**src/rtl/fetch_unit.sv**
```systemverilog
// Instruction fetch unit: issues word-aligned fetches, buffers in-order responses for decode,
// and redirects on taken branches while discarding responses still in flight.
module fetch_unit #(
    parameter logic [31:0] RESET_PC  = 32'h0000_0000,
    parameter int unsigned BUF_DEPTH = 2
) (
    input  logic        clk,
    input  logic        rst,
    output logic        imem_req_valid,
    output logic [31:0] imem_req_addr,
    input  logic        imem_req_ready,
    input  logic        imem_rsp_valid,
    input  logic [31:0] imem_rsp_data,
    output logic        dec_valid,
    output logic [31:0] dec_instr,
    output logic [31:0] dec_pc,
    input  logic        dec_ready,
    input  logic        pc_src,
    input  logic [31:0] br_pc,
    input  logic [31:0] imm_ext
);

    localparam int unsigned PtrW = (BUF_DEPTH == 4) ? 2 : 1;
    localparam int unsigned CntW = 3;

    typedef enum logic [0:0] {StResetWait, StFetch} state_e;

    state_e          state_q, state_d;
    logic [31:0]     fetch_pc_q, fetch_pc_d;
    logic [31:0]     rsp_pc_q, rsp_pc_d;
    logic [CntW-1:0] outstanding_q, outstanding_d;
    logic [CntW-1:0] drop_cnt_q, drop_cnt_d;
    logic [CntW-1:0] count_q, count_d;
    logic [PtrW-1:0] head_q, head_d;
    logic [PtrW-1:0] tail_q, tail_d;

    logic [31:0] buf_instr_q [BUF_DEPTH];
    logic [31:0] buf_pc_q    [BUF_DEPTH];

    logic        req_acc;
    logic        push;
    logic        pop;
    logic [31:0] target;
    logic [CntW:0] credit_used;

    always_comb begin
        credit_used    = {1'b0, outstanding_q} + {1'b0, count_q};
        imem_req_valid = (state_q == StFetch) && (credit_used < (CntW + 1)'(BUF_DEPTH));
        imem_req_addr  = fetch_pc_q;
        req_acc        = imem_req_valid && imem_req_ready;
        dec_valid      = (count_q != '0);
        // Redirect flushes the buffer, so neither a push nor a pop survives it.
        push           = imem_rsp_valid && !pc_src && (drop_cnt_q == '0);
        pop            = dec_valid && dec_ready && !pc_src;
        target         = (br_pc + imm_ext) & 32'hFFFF_FFFC;
        dec_instr      = dec_valid ? buf_instr_q[head_q] : '0;
        dec_pc         = dec_valid ? buf_pc_q[head_q] : '0;
    end

    always_comb begin
        state_d       = state_q;
        fetch_pc_d    = fetch_pc_q;
        rsp_pc_d      = rsp_pc_q;
        outstanding_d = outstanding_q;
        drop_cnt_d    = drop_cnt_q;
        count_d       = count_q;
        head_d        = head_q;
        tail_d        = tail_q;

        case (state_q)
            StResetWait: state_d = StFetch;
            StFetch:     state_d = StFetch;
            default:     state_d = StResetWait;
        endcase

        if (req_acc && !imem_rsp_valid) begin
            outstanding_d = outstanding_q + CntW'(1);
        end else if (!req_acc && imem_rsp_valid) begin
            outstanding_d = outstanding_q - CntW'(1);
        end

        if (pc_src) begin
            fetch_pc_d = target;
            rsp_pc_d   = target;
            count_d    = '0;
            head_d     = '0;
            tail_d     = '0;
            // Everything still in flight after this edge belongs to the old path.
            drop_cnt_d = outstanding_d;
        end else begin
            if (req_acc) begin
                fetch_pc_d = fetch_pc_q + 32'd4;
            end
            if (imem_rsp_valid && (drop_cnt_q != '0)) begin
                drop_cnt_d = drop_cnt_q - CntW'(1);
            end
            if (push) begin
                rsp_pc_d = rsp_pc_q + 32'd4;
                tail_d   = tail_q + PtrW'(1);
            end
            if (pop) begin
                head_d = head_q + PtrW'(1);
            end
            if (push && !pop) begin
                count_d = count_q + CntW'(1);
            end else if (!push && pop) begin
                count_d = count_q - CntW'(1);
            end
        end
    end

    always_ff @(posedge clk or posedge rst) begin
        if (rst) begin
            state_q       <= StResetWait;
            fetch_pc_q    <= RESET_PC;
            rsp_pc_q      <= RESET_PC;
            outstanding_q <= '0;
            drop_cnt_q    <= '0;
            count_q       <= '0;
            head_q        <= '0;
            tail_q        <= '0;
        end else begin
            state_q       <= state_d;
            fetch_pc_q    <= fetch_pc_d;
            rsp_pc_q      <= rsp_pc_d;
            outstanding_q <= outstanding_d;
            drop_cnt_q    <= drop_cnt_d;
            count_q       <= count_d;
            head_q        <= head_d;
            tail_q        <= tail_d;
        end
    end

    // Storage needs no reset: the outputs are masked whenever the buffer is empty.
    always_ff @(posedge clk) begin
        if (push) begin
            buf_instr_q[tail_q] <= imem_rsp_data;
            buf_pc_q[tail_q]    <= rsp_pc_q;
        end
    end

endmodule
```
**config.mk**
```make
export PLATFORM = sky130hd
export DESIGN_NAME = fetch_unit
export DESIGN_NICKNAME = d
export VERILOG_FILES = /design/src/rtl/fetch_unit.sv
export SDC_FILE = /design/constraint.sdc
export NUM_CORES = 1
export LEC_CHECK = 0
export CAP_MARGIN = 20
export CELL_PAD_IN_SITES_DETAIL_PLACEMENT = 1
export CELL_PAD_IN_SITES_GLOBAL_PLACEMENT = 2
export CORE_MARGIN = 5
export CORE_UTILIZATION = 34
export CTS_CLUSTER_DIAMETER = 100
export CTS_CLUSTER_SIZE = 12
export DETAILED_ROUTE_END_ITERATION = 8
export PLACE_DENSITY_LB_ADDON = 0.1
export SETUP_SLACK_MARGIN = 0.2
export SYNTH_ARGS = -nofsm -noshare
export SYNTH_HDL_FRONTEND = slang
export SYNTH_SLANG_ARGS = --single-unit
```
**constraint.sdc**
```tcl
create_clock -name clk -period 6.5 [get_ports clk]
set_clock_uncertainty 0.1 [all_clocks]
set_input_delay 0.975 -clock clk [delete_from_list [all_inputs] [get_ports clk]]
set_output_delay 0.975 -clock clk [all_outputs]
set_load 0.005 [all_outputs]
```
**Yosys cells after proc, flatten, opt, wreduce, memory -nomap -nowiden**

Memory sizes are Yosys's and may differ from the RTL's.
Index checks and enable logic that the tools add are counted.

- $add $sub $neg: 11
- $lt $le $gt $ge: 1
- Muxes and demuxes: 19
- Reduce and logical (&&, ||, !) cells: 24

Operator list:

| kind | count |
|---|---|
| 32-bit 2-to-1 mux | 6 |
| 32-bit by 3-bit adder with 32-bit output (second input constant) | 2 |
| 32-bit adder | 1 |
| 3-bit 2-to-1 mux | 7 |
| 1-bit logical AND | 11 |
| 3-bit nonzero test | 3 |
| 3-bit by 1-bit subtractor with 3-bit output (second input constant) | 3 |
| 2-bit nonzero test | 4 |
| 3-bit by 1-bit adder with 3-bit output (second input constant) | 2 |
| 1-bit 2-to-1 mux | 6 |
| 1-bit zero test | 5 |
| 3-bit by 3-bit adder with 4-bit output | 1 |
| 4-bit by 2-bit < comparator with 1-bit output (second input constant) | 1 |
| 3-bit zero test | 1 |
| 1-bit adder (second input constant) | 2 |

- Register bits after elaboration: 76
- RAM bits: 128
- Bits of input ports: 102
- Logic and storage cells: 65
- Memories kept: 2

Memories:

| name | words | width | rd ports | clocked after Yosys merged registers in | write ports | RTL line | source |
|---|---|---|---|---|---|---|---|
| buf_instr_q | 2 | 32 | 1 | 0 | 1 | 37 | `logic [31:0] buf_instr_q [BUF_DEPTH];` |
| buf_pc_q | 2 | 32 | 1 | 0 | 1 | 38 | `logic [31:0] buf_pc_q [BUF_DEPTH];` |

**Depth between registers and ports, before layout**

Gate-level depths: netlist of run 1.

- Depth after elaboration: 9
- Mapped depth: 11
- Depth with buffers taken out: 10

**Least setup slack after synthesis of run 1**

No wires, ideal clock.

- Path type: input to register
- Start: input imem_rsp_valid
- End: memory buf_instr_q[0][0] (enable)
- Library setup time: 0.559 ns
- Arrival: 5.824 ns
- Path slack: 0.017 ns
- Stages: 4
- Path buffers: 2
- Cell sequence: clkbuf_1 nand3b_1 clkbuf_1 nor3_1

- Cells in the longest elaborated chain, start to end: 4

RTL lines:

| element | RTL line | source |
|---|---|---|
| start, declared | 12 | `input logic imem_rsp_valid,` |
| 1-bit logical AND (2 in series) | 53 | `push = imem_rsp_valid && !pc_src && (drop_cnt_q == '0);` |
| 1-bit 2-to-1 mux | 136 | `if (push) begin` |
| 1-bit 2-to-1 mux (implied by the code) | 137 | `buf_instr_q[tail_q] <= imem_rsp_data;` |
| end, declared | 37 |  |

No other way between the ends.

**Final worst setup path of run 1**

- Start: register head_q
- End: output dec_pc[22]

- Cells in the longest elaborated chain, start to end: 2

RTL lines:

| element | RTL line | source |
|---|---|---|
| start, declared | 34 | `logic [PtrW-1:0] head_q, head_d;` |
| start signal, assigned | 120 | `head_q <= '0;` |
| start signal, assigned | 129 | `head_q <= head_d;` |
| memory read 2 x 32 bit | - |  |
| 32-bit 2-to-1 mux | 57 | `dec_pc = dec_valid ? buf_pc_q[head_q] : '0;` |
| end, declared | 16 | `output logic [31:0] dec_pc,` |

No other way between the ends.

==> impl_metrics.csv, run 1 <==
group,metric,value,unit
logic_synthesis,netlist_instances,899,
logic_synthesis,synth_area,10100,um2
routing,routed_wl,25800,um
worst_setup_path,end_kind,"output port",
worst_hold_path,min_path_cells,0,
worst_setup_path,cp_top_family,"buffers and inverters",
pwr,vdd_drop_max,0.202,mV
clock_network,root_buffer,"clkbuf_16",
global_route,grt_usage,15.4,%
logic_synthesis,synth_edf_count,124,
die,ioPinCount,200,
global_route,grt.overflow.total,0,
worst_setup_path,path_max_fanout,36,
cells_and_area,seq_area,5530,um2
cells_and_area,fill_cells,3183,
pwr,power_density,337,nW/um2
job,maxCapViolCount,0,
logic_synthesis,synthTopCellsByArea,"edfxtp_1 (37%), dfrtp_1 (18%), mux2i_1 (7.1%)",
sta,hold-worst-slack,0.405,ns
pwr,power,4.40,mW
worst_setup_path,crit_type,"register to output port",
global_route,grt_max_degree,73,
die,die_w,182,um
logic_synthesis,synth.distinct_cells,59,
clock_network,cts-buffers-inserted,17,
die,std_cell_rows,63,
placed_design,dp_hpwl,18900,um
die,die_area,33200,um2
sta,fin_ws,2.69,ns
placed_design,placed_area,12400,um2
die,initial_core_util,34.2,%
worst_setup_path,cp_data_arrival_time,2.74,ns
placed_design,numPortBuffers,195,
logic_synthesis,avgSynthCellArea,11.2,um2
die,core-area,29500,um2
routing,routedWlPerCell,17.4,um
sta,max_freq,262,MHz
sta,fin_setup_tns,0,ns
worst_setup_path,cp.required,5.42,ns
clock_network,post_cts_resized,0,
worst_setup_path,reg2regPathDepth,10,
clock_network,cts_tree,"built",
worst_hold_path,holdCritPathClass,"register to register",
worst_setup_path,crit_chain,"buf_4 > mux2i_1 > nor2_1 > clkdlybuf4s50_1",
sta,grt_setup_unrepaired,"false",
routing,drc,0,
worst_setup_path,crit_cells,4,
logic_synthesis,ys_ff_latch,196,
cells_and_area,final_area,13100,um2
routing,via_count,7204,
clock_network,clk_pin_slew,0.07,ns
routing,viasPerCell,4.84,
global_route,grt_pass1_wl,40700,um
logic_synthesis,yosysWarnings,0,
logic_synthesis,synth_top_area_cell,"edfxtp_1",
sta,hold_viol,0,
cells_and_area,nNetsFinal,1227,
placed_design,pre_cts_ws,2.54,ns
cells_and_area,syn_to_final_growth,29.5,%
cells_and_area,diodes,0,
cells_and_area,mostFrequentLayoutCell,"clkdlybuf4s50_1",
logic_synthesis,async_flop_share,36.7,%
worst_setup_path,startpoint_type,"register",
routing,dr.pass1.iters,4,
clock_network,clock_latency,0.44,ns
sta,timing.slew.headroom,40.4,%
global_route,antenna_found_initial,0,
sta,setup_viol,0,
global_route,first_global_vias,7421,
clock_network,htree_levels,4,
cells_and_area,final_cell_mix,"clkdlybuf4s50_1 (194), edfxtp_1 (124), nor2_1 (116), mux2i_1 (72), dfrtp_1 (71)",
worst_setup_path,max_stage_delay,0.84,ns
clock_network,cts_max_path_buffers,2,
die,die_y,182,um
pwr,power_leakage,4.79,nW
sta,tightest_slew,0.894,ns
sta,finalCritPeriodShare,58.6,%
outcome,status,"complete, no violations",
logic_synthesis,synth_ff_type,"edfxtp_1",
worst_setup_path,cp_slowest_cell,"dfrtp_4",
routing,drt_iter0_markers,315,
routing,antenna_left,0,
clock_network,clock-sinks,196,
cells_and_area,layout-drive-gt1-share,5.38,%
clock_network,postCtsHoldBufs,0,
sta,final.min_clock_period,3.81,ns
logic_synthesis,seq_area_frac_synth,54.8,%
clock_network,post-cts-setup-buffer-count,0,
sta,finalMaxSlewViolations,0,
worst_setup_path,cp_num_buf_inv,2,
logic_synthesis,synth_top_area_share,36.9,%
cells_and_area,multi_input_area,4330,um2
placed_design,place_congestion,0.756,
## path summary, 6_finish.rpt
kind / slack [ns] / to / startpoint
worst min register to register: 0.41 / buf_pc_q[0][7] / rsp_pc_q[7]
worst min-delay path: 0.41 / buf_pc_q[0][7] / rsp_pc_q[7]
min in group asynchronous: 0.75 / rsp_pc_q[7] / rst
worst max-delay path: 2.69 / dec_pc[22] / head_q
worst max register to register: 3.38 / imem_req_addr[26] / outstanding_q[1]
max in group asynchronous: 4.98 / rsp_pc_q[19] / rst
## Yosys cell counts (10+ instances only)
library cell	count
mux2i_1	72
xor2_1	38
o21ai_0	28
nand2_1	62
dfrtp_1	72
nand4_1	18
nor2_1	116
a21oi_1	69
nand3_1	29
and3_1	23
xnor2_1	43
ha_1	38
clkbuf_1	29
a21o_1	10
a21boi_0	12
edfxtp_1	124
inv_1	21
## sequential cells by signal, indices dropped and copies added, names as in the netlist
register       count
buf_instr_q       64
buf_pc_q          60
imem_req_addr     30
rsp_pc_q          30
count_q            3
drop_cnt_q         3
outstanding_q      3
head_q             1
state_q            1
tail_q             1
## layer usage
metal / up-vias / GRT usage (%) / share of wire [%] / wire length [um]
met3: 16 / 3.33 / 4.9 / 1280
met2: 166 / 23.4 / 44 / 11200
met5: - / 0 / 0 / 0
li1: 3598 / - / - / -
met1: 3424 / 22.4 / 50 / 13000
met4: 0 / 3.78 / 1.0 / 266
## layout make-up
class / count / area share (%)
flip-flops and latches: 196 / 42.3
well taps: 390 / 3.74
inverters: 21 / 0.604
repair buffers: 204 / 15.6
multi-input cells: 645 / 33.2
clock buffers: 17 / 3.26
clock inverters: 14 / 1.31
## metrics by stage
stage	utilization [%]	cells
3_3_place_gp	42.2	1455
3_5_place_dp	42.2	1455
5_1_grt	44.3	1487
4_1_cts	44.2	1486
2_1_floorplan	-	902
6_report	44.3	1487
## worst register-to-register path: cells and delay by family (launching register included)
family	cells	cell delay, ns
XOR/XNOR	1	0.26
AND/OR/NAND/NOR	5	1.38
buffers and inverters	1	0.12
flip-flops	1	0.41
adder cells (fa/ha/maj)	1	0.45
AO/OA/AOI/OAI	2	0.33
## kinds of logic (layout without fill, tap and decap cells)
| family | Yosys count | count (layout) | share of synthesized area [%] |
|---|---|---|---|
| compound gates | 157 | 157 | 9.51 |
| simple gates | 288 | 288 | 13.5 |
| flops | 196 | 196 | 54.8 |
| other cells | 2 | 5 | 0.0745 |
| xor+xnor | 81 | 81 | 7.04 |
| mux | 73 | 73 | 7.30 |
| buf+inv | 61 | 256 | 2.57 |
| fa+ha+maj | 41 | 41 | 5.21 |
## power by group
part	total, mW	switching, mW	internal (mW)
Sequential	1.72	0.209	1.52
Clock	1.06	0.481	0.578
Combinational	1.62	0.757	0.863
(Power assumes the default switching activity.)
==> inputs of run 2 (changes only) <==
==> constraint.sdc (replaced) <==
create_clock -name clk -period 3.87 [get_ports clk]
set_clock_uncertainty 0.1 [all_clocks]
set_input_delay 0.5805 -clock clk [delete_from_list [all_inputs] [get_ports clk]]
set_output_delay 0.5805 -clock clk [all_outputs]
set_load 0.005 [all_outputs]
==> run 2 against run 1 <==
- register-to-register slack worse by 2.6 ns
- clock-buffer cell count increased by 2
- sequential power rose by 69%
- total power increased by 67%
- setup slack lost 1.9 ns
==> impl_metrics.csv, run 2 (synthesis gave the netlist of run 1 again) <==
group,metric,value,unit
cells_and_area,largest_reg_flops,64,
placed_design,pre_cts_ws,0.392,ns
sta,timing.slew.headroom,51.9,%
worst_setup_path,crit_path_start,"head_q",
die,core-area,29500,um2
worst_setup_path,rrSetupSlack,0.83,ns
routing,antenna_left,0,
routing,via_count,7368,
die,die_w,182,um
placed_design,dp_hpwl,19400,um
worst_setup_path,end_kind,"output port",
routing,routed_wl,26400,um
sta,fin_setup_tns,0,ns
worst_hold_path,holdCritStartpoint,"rsp_pc_q[10]",
worst_setup_path,cp_num_buf_inv,2,
worst_setup_path,cp_slowest_cell,"dfrtp_4",
cells_and_area,regMostFlops,"buf_instr_q",
job,maxCapViolCount,0,
sta,finalMaxSlewViolations,0,
sta,finalCritPeriodShare,79.3,%
clock_network,cts_tree,"built",
clock_network,clock_latency,0.44,ns
placed_design,place_congestion,0.749,
global_route,grt.overflow.total,0,
worst_setup_path,crit_type,"register to output port",
pwr,vdd_drop_max,0.349,mV
sta,fin_ws,0.802,ns
die,die_area,33200,um2
global_route,grt_max_degree,64,
worst_hold_path,holdCritPathClass,"register to register",
routing,viasPerCell,4.94,
cells_and_area,largestRegisters,"buf_instr_q: 64 flops, buf_pc_q: 60 flops",
worst_setup_path,cp.required,3.19,ns
global_route,grt_usage,16.1,%
worst_setup_path,startpoint_type,"register",
die,ioPinCount,200,
worst_setup_path,reg2regPathDepth,10,
clock_network,postCtsHoldBufs,0,
sta,hold_viol,0,
sta,tightest_slew,0.721,ns
clock_network,htree_levels,4,
pwr,power,7.35,mW
cells_and_area,mostFrequentLayoutCell,"clkdlybuf4s50_1",
cells_and_area,nNetsFinal,1230,
clock_network,clk_pin_slew,0.07,ns
routing,drc,0,
sta,final.min_clock_period,3.07,ns
routing,routedWlPerCell,17.7,um
pwr,power_leakage,4.79,nW
global_route,grt_pass1_wl,42700,um
worst_hold_path,worstHoldEndpoint,"buf_pc_q[1][10]",
clock_network,cts-buffers-inserted,17,
cells_and_area,fill_cells,3186,
worst_setup_path,crit_chain,"buf_12 > mux2i_1 > nor2_1 > clkdlybuf4s50_1",
clock_network,root_buffer,"clkbuf_16",
die,initial_core_util,34.2,%
routing,drt_iter0_markers,280,
placed_design,numPortBuffers,195,
worst_setup_path,cp_data_arrival_time,2.39,ns
die,die_y,182,um
clock_network,cts_max_path_buffers,2,
sta,max_freq,326,MHz
clock_network,clock-sinks,196,
sta,setup_viol,0,
pwr,power_density,563,nW/um2
cells_and_area,diodes,0,
global_route,antenna_found_initial,0,
outcome,status,"complete, no violations",
sta,hold-worst-slack,0.412,ns
worst_setup_path,path_max_fanout,35,
clock_network,post_cts_resized,0,
worst_hold_path,min_path_cells,0,
cells_and_area,syn_to_final_growth,29.6,%
cells_and_area,final_cell_mix,"clkdlybuf4s50_1 (194), edfxtp_1 (124), nor2_1 (116), mux2i_1 (72), dfrtp_1 (71)",
cells_and_area,layout-drive-gt1-share,5.54,%
global_route,first_global_vias,7809,
worst_setup_path,crit-reg2reg-launch,"outstanding_q[1]",
worst_setup_path,reg2reg_to,"imem_req_addr[30]",
worst_setup_path,max_stage_delay,0.85,ns
worst_setup_path,cp_top_family,"flip-flops",
clock_network,post-cts-setup-buffer-count,0,
die,std_cell_rows,63,
routing,dr.pass1.iters,4,
sta,grt_setup_unrepaired,"false",
-- run 2: cell count changes in the layout (fill, tap and decap cells not counted) --
cell,before,now
clkinvlp_2,1,0
inv_4,0,3
clkbuf_1,0,2
clkinv_2,1,0
buf_16,1,0
bufinv_16,2,0
buf_12,0,4
-- run 2: layer usage --
layer	up-vias	track usage, %	wire [um]
li1	3600	-	-
met1	3583	22.8	13000
met2	169	25.3	11800
met3	16	3.55	1400
met4	0	3.78	261
met5	-	0	0
-- run 2: through the flow --
step	cells	utilization, %	area, um2
2_1_floorplan	902	-	10100
3_3_place_gp	1459	42.4	12500
3_5_place_dp	1459	42.4	12500
4_1_cts	1491	44.3	13100
5_1_grt	1491	44.3	13100
6_report	1491	44.3	13100
-- run 2: area by class of cell --
| cell class | instances | area [um2] | share of cell area, % |
|---|---|---|---|
| clock buffer | 19 | 433 | 3.31 |
| tap | 390 | 488 | 3.73 |
| sequential | 196 | 5530 | 42.3 |
| timing repair buffer | 207 | 2090 | 16.0 |
| clock inverter | 13 | 120 | 0.919 |
| multi-input combinational | 645 | 4330 | 33.1 |
| inverter | 21 | 78.8 | 0.603 |
-- run 2: how the worst max path moves through the flow --
stage                   endpoint  depth (start not counted)
3_5_place_dp   imem_req_addr[31]                         10
5_1_grt             rsp_pc_q[20]                         10
4_1_cts            dec_instr[23]                          4
3_3_place_gp        rsp_pc_q[31]                         10
2_1_floorplan  buf_instr_q[1][0]                          4
6_report           dec_instr[16]                          4
-- run 2: power by group --
group	internal (mW)	switching, mW
Sequential	2.54	0.353
Clock	0.850	0.832
Combinational	1.49	1.29
